--- src/rtl/alu_op_sequencer.sv ---
// Command sequencer for the 8-bit ALU units: one command in flight, valid/ready in and out.
// Optional divider watchdog enabled by defining ALU_SEQ_WATCHDOG_EN.
module alu_op_sequencer #(
   parameter int unsigned MULT_CYCLES = 11,
   parameter int unsigned DIV_TIMEOUT = 32
) (
   input  logic        clk,
   input  logic        rst_n,
   input  logic        cmd_valid,
   output logic        cmd_ready,
   input  logic [1:0]  cmd_op,
   input  logic [7:0]  cmd_a,
   input  logic [7:0]  cmd_b,
   input  logic        cmd_cin,
   output logic [7:0]  op_a,
   output logic [7:0]  op_b,
   output logic        op_cin,
   input  logic [7:0]  add_sum,
   input  logic        add_cout,
   input  logic [7:0]  sub_diff,
   input  logic        sub_bout,
   output logic        mult_rst_n,
   input  logic [15:0] mult_product,
   output logic        div_reset,
   output logic        div_start,
   input  logic [7:0]  div_quotient,
   input  logic [7:0]  div_remainder,
   input  logic        div_busy,
   input  logic        div_by_zero,
   output logic        res_valid,
   input  logic        res_ready,
   output logic [15:0] res_data,
   output logic        res_flag
);

   localparam int unsigned CNT_MAX = (MULT_CYCLES > DIV_TIMEOUT) ? MULT_CYCLES : DIV_TIMEOUT;
   localparam int unsigned CNT_W   = $clog2(CNT_MAX + 1);

   localparam logic [1:0] OP_ADD = 2'b00;
   localparam logic [1:0] OP_SUB = 2'b01;
   localparam logic [1:0] OP_MUL = 2'b10;
   localparam logic [1:0] OP_DIV = 2'b11;

   typedef enum logic [3:0] {
      S_IDLE, S_COMB, S_MRST, S_MRUN, S_DSTART, S_DGRACE, S_DWAIT, S_DABORT, S_RESP
   } state_e;

   state_e           state_q, state_d;
   logic [1:0]       opc_q, opc_d;
   logic [CNT_W-1:0] cnt_q, cnt_d;
   logic [7:0]       op_a_q, op_a_d, op_b_q, op_b_d;
   logic             op_cin_q, op_cin_d;
   logic             cmd_ready_q, cmd_ready_d;
   logic             mult_rst_n_q, mult_rst_n_d;
   logic             div_reset_q, div_reset_d;
   logic             div_start_q, div_start_d;
   logic             res_valid_q, res_valid_d;
   logic [15:0]      res_data_q, res_data_d;
   logic             res_flag_q, res_flag_d;

   // Next-state, operand latch and result capture
   always_comb begin
      state_d    = state_q;
      opc_d      = opc_q;
      cnt_d      = cnt_q;
      op_a_d     = op_a_q;
      op_b_d     = op_b_q;
      op_cin_d   = op_cin_q;
      res_valid_d = res_valid_q;
      res_data_d = res_data_q;
      res_flag_d = res_flag_q;

      case (state_q)
         S_IDLE: begin
            if (cmd_valid && cmd_ready_q) begin
               op_a_d   = cmd_a;
               op_b_d   = cmd_b;
               op_cin_d = (cmd_op == OP_ADD) ? cmd_cin : 1'b0;
               opc_d    = cmd_op;
               cnt_d    = '0;
               case (cmd_op)
                  OP_MUL:  state_d = S_MRST;
                  OP_DIV:  state_d = (cmd_b == 8'd0) ? S_COMB : S_DSTART;
                  default: state_d = S_COMB;
               endcase
            end
         end
         S_COMB: begin
            state_d     = S_RESP;
            res_valid_d = 1'b1;
            case (opc_q)
               OP_ADD: begin
                  res_data_d = {8'h00, add_sum};
                  res_flag_d = add_cout;
               end
               OP_SUB: begin
                  res_data_d = {8'h00, sub_diff};
                  res_flag_d = sub_bout;
               end
               default: begin
                  res_data_d = 16'h0000;
                  res_flag_d = 1'b1;
               end
            endcase
         end
         S_MRST: begin
            state_d = S_MRUN;
            cnt_d   = '0;
         end
         S_MRUN: begin
            if (cnt_q == CNT_W'(MULT_CYCLES - 1)) begin
               state_d     = S_RESP;
               res_valid_d = 1'b1;
               res_data_d  = mult_product;
               res_flag_d  = 1'b0;
            end else begin
               cnt_d = cnt_q + CNT_W'(1);
            end
         end
         S_DSTART: state_d = S_DGRACE;
         S_DGRACE: begin
            state_d = S_DWAIT;
            cnt_d   = '0;
         end
         S_DWAIT: begin
            if (!div_busy || div_by_zero) begin
               state_d     = S_RESP;
               res_valid_d = 1'b1;
               res_data_d  = {div_remainder, div_quotient};
               res_flag_d  = div_by_zero;
            end
`ifdef ALU_SEQ_WATCHDOG_EN
            else if (cnt_q == CNT_W'(DIV_TIMEOUT - 1)) begin
               state_d = S_DABORT;
            end else begin
               cnt_d = cnt_q + CNT_W'(1);
            end
`endif
         end
         S_DABORT: begin
            state_d     = S_RESP;
            res_valid_d = 1'b1;
            res_data_d  = 16'hFFFF;
            res_flag_d  = 1'b1;
         end
         S_RESP: begin
            if (res_ready) begin
               state_d     = S_IDLE;
               res_valid_d = 1'b0;
            end
         end
         default: state_d = S_IDLE;
      endcase

      // Unit-control outputs are registered versions of the upcoming state
      cmd_ready_d  = (state_d == S_IDLE);
      mult_rst_n_d = (state_d != S_MRST);
      div_start_d  = (state_d == S_DSTART);
`ifdef ALU_SEQ_WATCHDOG_EN
      div_reset_d  = (state_d == S_DABORT);
`else
      div_reset_d  = 1'b0;
`endif
   end

   always_ff @(posedge clk) begin
      if (!rst_n) begin
         state_q      <= S_IDLE;
         opc_q        <= 2'b00;
         cnt_q        <= '0;
         op_a_q       <= 8'h00;
         op_b_q       <= 8'h00;
         op_cin_q     <= 1'b0;
         cmd_ready_q  <= 1'b0;
         mult_rst_n_q <= 1'b0;
         div_reset_q  <= 1'b1;
         div_start_q  <= 1'b0;
         res_valid_q  <= 1'b0;
         res_data_q   <= 16'h0000;
         res_flag_q   <= 1'b0;
      end else begin
         state_q      <= state_d;
         opc_q        <= opc_d;
         cnt_q        <= cnt_d;
         op_a_q       <= op_a_d;
         op_b_q       <= op_b_d;
         op_cin_q     <= op_cin_d;
         cmd_ready_q  <= cmd_ready_d;
         mult_rst_n_q <= mult_rst_n_d;
         div_reset_q  <= div_reset_d;
         div_start_q  <= div_start_d;
         res_valid_q  <= res_valid_d;
         res_data_q   <= res_data_d;
         res_flag_q   <= res_flag_d;
      end
   end

   assign cmd_ready  = cmd_ready_q;
   assign op_a       = op_a_q;
   assign op_b       = op_b_q;
   assign op_cin     = op_cin_q;
   assign mult_rst_n = mult_rst_n_q;
   assign div_reset  = div_reset_q;
   assign div_start  = div_start_q;
   assign res_valid  = res_valid_q;
   assign res_data   = res_data_q;
   assign res_flag   = res_flag_q;

endmodule

--- config.mk ---
export PLATFORM = sky130hd
export DESIGN_NAME = alu_op_sequencer
export DESIGN_NICKNAME = d
export VERILOG_FILES = /design/src/rtl/alu_op_sequencer.sv
export SDC_FILE = /design/constraint.sdc
export NUM_CORES = 1
export LEC_CHECK = 0
export ABC_AREA = 1
export BUFFER_PORTS_ARGS = -buffer_cell sky130_fd_sc_hd__buf_2
export CORE_MARGIN = 2
export CORE_UTILIZATION = 51
export CTS_BUF_LIST = sky130_fd_sc_hd__clkbuf_8 sky130_fd_sc_hd__clkbuf_16
export DETAILED_ROUTE_END_ITERATION = 10
export GPL_TIMING_DRIVEN = 0
export PLACE_DENSITY = 0.86
export SLEW_MARGIN = 20
export SYNTH_ARGS = -nofsm -noshare
export SYNTH_HDL_FRONTEND = slang
export SYNTH_SLANG_ARGS = --single-unit
--- constraint.sdc ---
create_clock -name clk -period 2.8 [get_ports clk]
set_input_delay 0.14 -clock clk [delete_from_list [all_inputs] [get_ports clk]]
set_output_delay 0.14 -clock clk [all_outputs]
set_load 0.05 [all_outputs]
==> results.txt <==
Core Rows: 25
Largest family of logic cells by synthesized area: simple AND/OR/NAND/NOR gates
Die Wd: 74.8 um
Crit path DAT: 1.92 ns
Critical Path RT: 3.01 ns
Reg2reg start: state_q[0]
CP peak stage delay: 0.34 ns
CTS resizes: 0
PwrDens: 638 nW/um^2
Seq cells post-synth: 51
Antenna Cells: 0
# Max-Cap Violations: 0
Fill count: 444
Remaining Overflow, GRT: 0
Initial core utilization: 0.534
P_leak: 1.74 nW
Hold endpoint: op_a[4]
Clock transition at path regs: 0.10 ns
Vias in the first global route: 2644
DR iter-0 viols: 213
Clk Latency, worst-skew pair: 0.31 ns
Initial antenna violation count: 0
Top_reg_cell synth: dfxtp_1
Num ports: 114
Minimum clock period: 1.72 ns
Post-synthesis xor/xnor area fraction: 0
Number of setup violations in the final report: 0
Min-Delay Path Depth: 3
Count leader, synth: nor2_1
CTS root buffer: clkbuf_8
EDFF count, synth: 0
Reg2reg end: op_b[7]
Post-synth ARST share: 0
Die area: 5590 um^2
Setup slack at placement: 1.12 ns
Worst-margin pin slew: 0.656 ns
Warnings, synthesis: 0
R2R cell count: 7
Number of remaining DRC errors: 0
GP Congestion: 0.900
Post-synth cell types: 23
Synthesized area: 2550 um^2
Avg WL per Cell: 12.5 um
Met2 wire len: 3.62 mm
Slew margin rel.: 0.561
Leading area contributor after synthesis: dfxtp_1
Hold_sp: cmd_a[4]
VDD IR max: 0.000609 V
Met3 wire len: 621 um
Setup TNS Final: 0 ns
Synth Net Count: 475
Drt first pass iters: 6
Worst hold margin: 0.0499 ns
Mux cell area share after synthesis: 0
CP Cell Sequence: buf_2, nor2_1, nand2_1, nor2_1, buf_2, buf_2, a21oi_1
Synth area leaders: dfxtp_1 (40%), nor2_1 (13%), nand2_1 (12%), o21ai_0 (9.0%), nand3_1 (7.4%)
Vias per inst: 5.20
Final Hold Viols: 0
CP max stage cell: dfxtp_1
Via Count: 3043
DP HPWL: 5.33 mm
Total GRT Usage: 0.259
Crit path max fanout: 10
Fmax: 583 MHz
CTS sink count: 51
Num CTS Buffers: 5
Sequential-to-total area share from yosys stat: 0.400
Max-slew violations: 0
Flop-to-flop setup slack: 1.08 ns
Outcome: finished clean
Adder-cell share of the synthesized area: 0.00979
Met1 WL: 2.96 mm
CTS tree: built
Nets: 594
Synth Area in Simple Gates: 0.357
Crit path kind: reg -> reg
Post-synthesis cell count: 398
Share of Yosys cell area claimed by the top area cell type: 0.400
Fin worst setup slack: 1.08 ns
Pin count of the biggest net entering global routing: 17
DRT antenna net count: 0
CP endpoint kind: register
Layout cells sized above 1: 0.270
Final Skew: 0.00865 ns
Most frequent CP cell: buf_2
Post-CTS Hold Buffers: 0
Crit share post-route: 0.613
Crit start category: register
First-pass GRT wire length: 11.2 mm
Compound-Gate Fraction of Synth Area: 0.153
Max clock buf depth: 2
Commonest cells post-synth: nor2_1 (90), nand2_1 (81), dfxtp_1 (51), o21ai_0 (46), nand3_1 (38)
Synth-to-layout area growth: 28.7%
Sum of routed wire length over all layers: 7.33 mm
Die Span Y: 74.8 um
Post CTS Setup Buffer Count: 0
Syn Area/Cell: 6.42 um^2
Top layer in use: met4
Core area: 4790 um^2
Unrepaired setup endpoints after global routing: false
Hold WC Path Type: in -> reg
H-tree Lvls: 2
Number of port buffers: 112
-- routing by layer --
| metal | track usage | up-vias |
|---|---|---|
| li1 | - | 1521 |
| met1 | 0.301 | 1369 |
| met2 | 0.464 | 138 |
| met3 | 0.0482 | 15 |
| met4 | 0.111 | 0 |
| met5 | 0 | - |
-- placed cells by master (no fill, tap or decap), drive strengths merged --
cell	Yosys	layout
a21oi	29	29
buf	11	123
clkbuf	6	11
clkinv	1	2
clkinvlp	0	2
dfxtp	51	51
ha	2	2
inv	30	30
nand2	82	82
nand3	39	39
nand4	4	4
nor2	94	94
nor3	1	1
o21ai	46	46
o21bai	1	1
o41ai	1	1
-- kinds of logic after synthesis --
group	count (synthesis)
fa+ha+maj	2
simple gates	220
compound gates	77
buf+inv	48
flops	51
-- worst max-delay path: cells and delay by family (launching register included) --
family          cells  cell delay, ns
compound gates      1            0.10
buf+inv             3            0.67
flops               1            0.34
simple gates        3            0.50
-- flip-flops by register name, summed over array words and instances, names as in the netlist, 2 cells and up --
name	flops
state_q	4
cnt_q	6
res_data	16
op_a	8
op_b	8
opc_q	2
-- worst max-delay path by stage --
stage	start	slack, ns	depth (start not counted)	endpoint
after floorplan	cmd_ready	1.29	5	op_b[0]
after global placement	state_q[3]	1.17	9	res_flag
after detailed placement	cnt_q[0]	1.12	10	res_data[7]
after CTS	state_q[0]	1.09	7	op_b[7]
after global routing	cnt_q[0]	0.86	9	res_data[9]
final	state_q[0]	1.08	7	op_b[7]
-- power breakdown --
part,switching (W),internal [W],total (W)
clock network,0.000255,0.000174,0.000430
logic,0.000584,0.000213,0.000797
registers,0.0000520,0.000820,0.000872
-- cell type report --
| cell class | count | area, um^2 | area share |
|---|---|---|---|
| Buffer | 17 | 87.6 | 0.0266 |
| Clock buffer | 5 | 68.8 | 0.0209 |
| Clock inverter | 3 | 20.0 | 0.00609 |
| Inverter | 31 | 116 | 0.0354 |
| Multi-Input combinational cell | 299 | 1330 | 0.404 |
| Sequential cell | 51 | 1020 | 0.311 |
| Tap cell | 67 | 83.8 | 0.0255 |
| Timing Repair Buffer | 112 | 561 | 0.170 |
-- metrics by stage --
step | total power (W) | utilization | std cells | instance area (um^2)
final | 0.00210 | 0.687 | 585 | 3290
after global placement | 0.00166 | 0.668 | 577 | 3200
after detailed placement | 0.00167 | 0.668 | 577 | 3200
after floorplan | 0.00146 | - | 398 | 2550
after global routing | 0.00221 | 0.687 | 585 | 3290
after CTS | 0.00210 | 0.687 | 585 | 3290
Note: power is estimated with default switching activity, not from simulation.
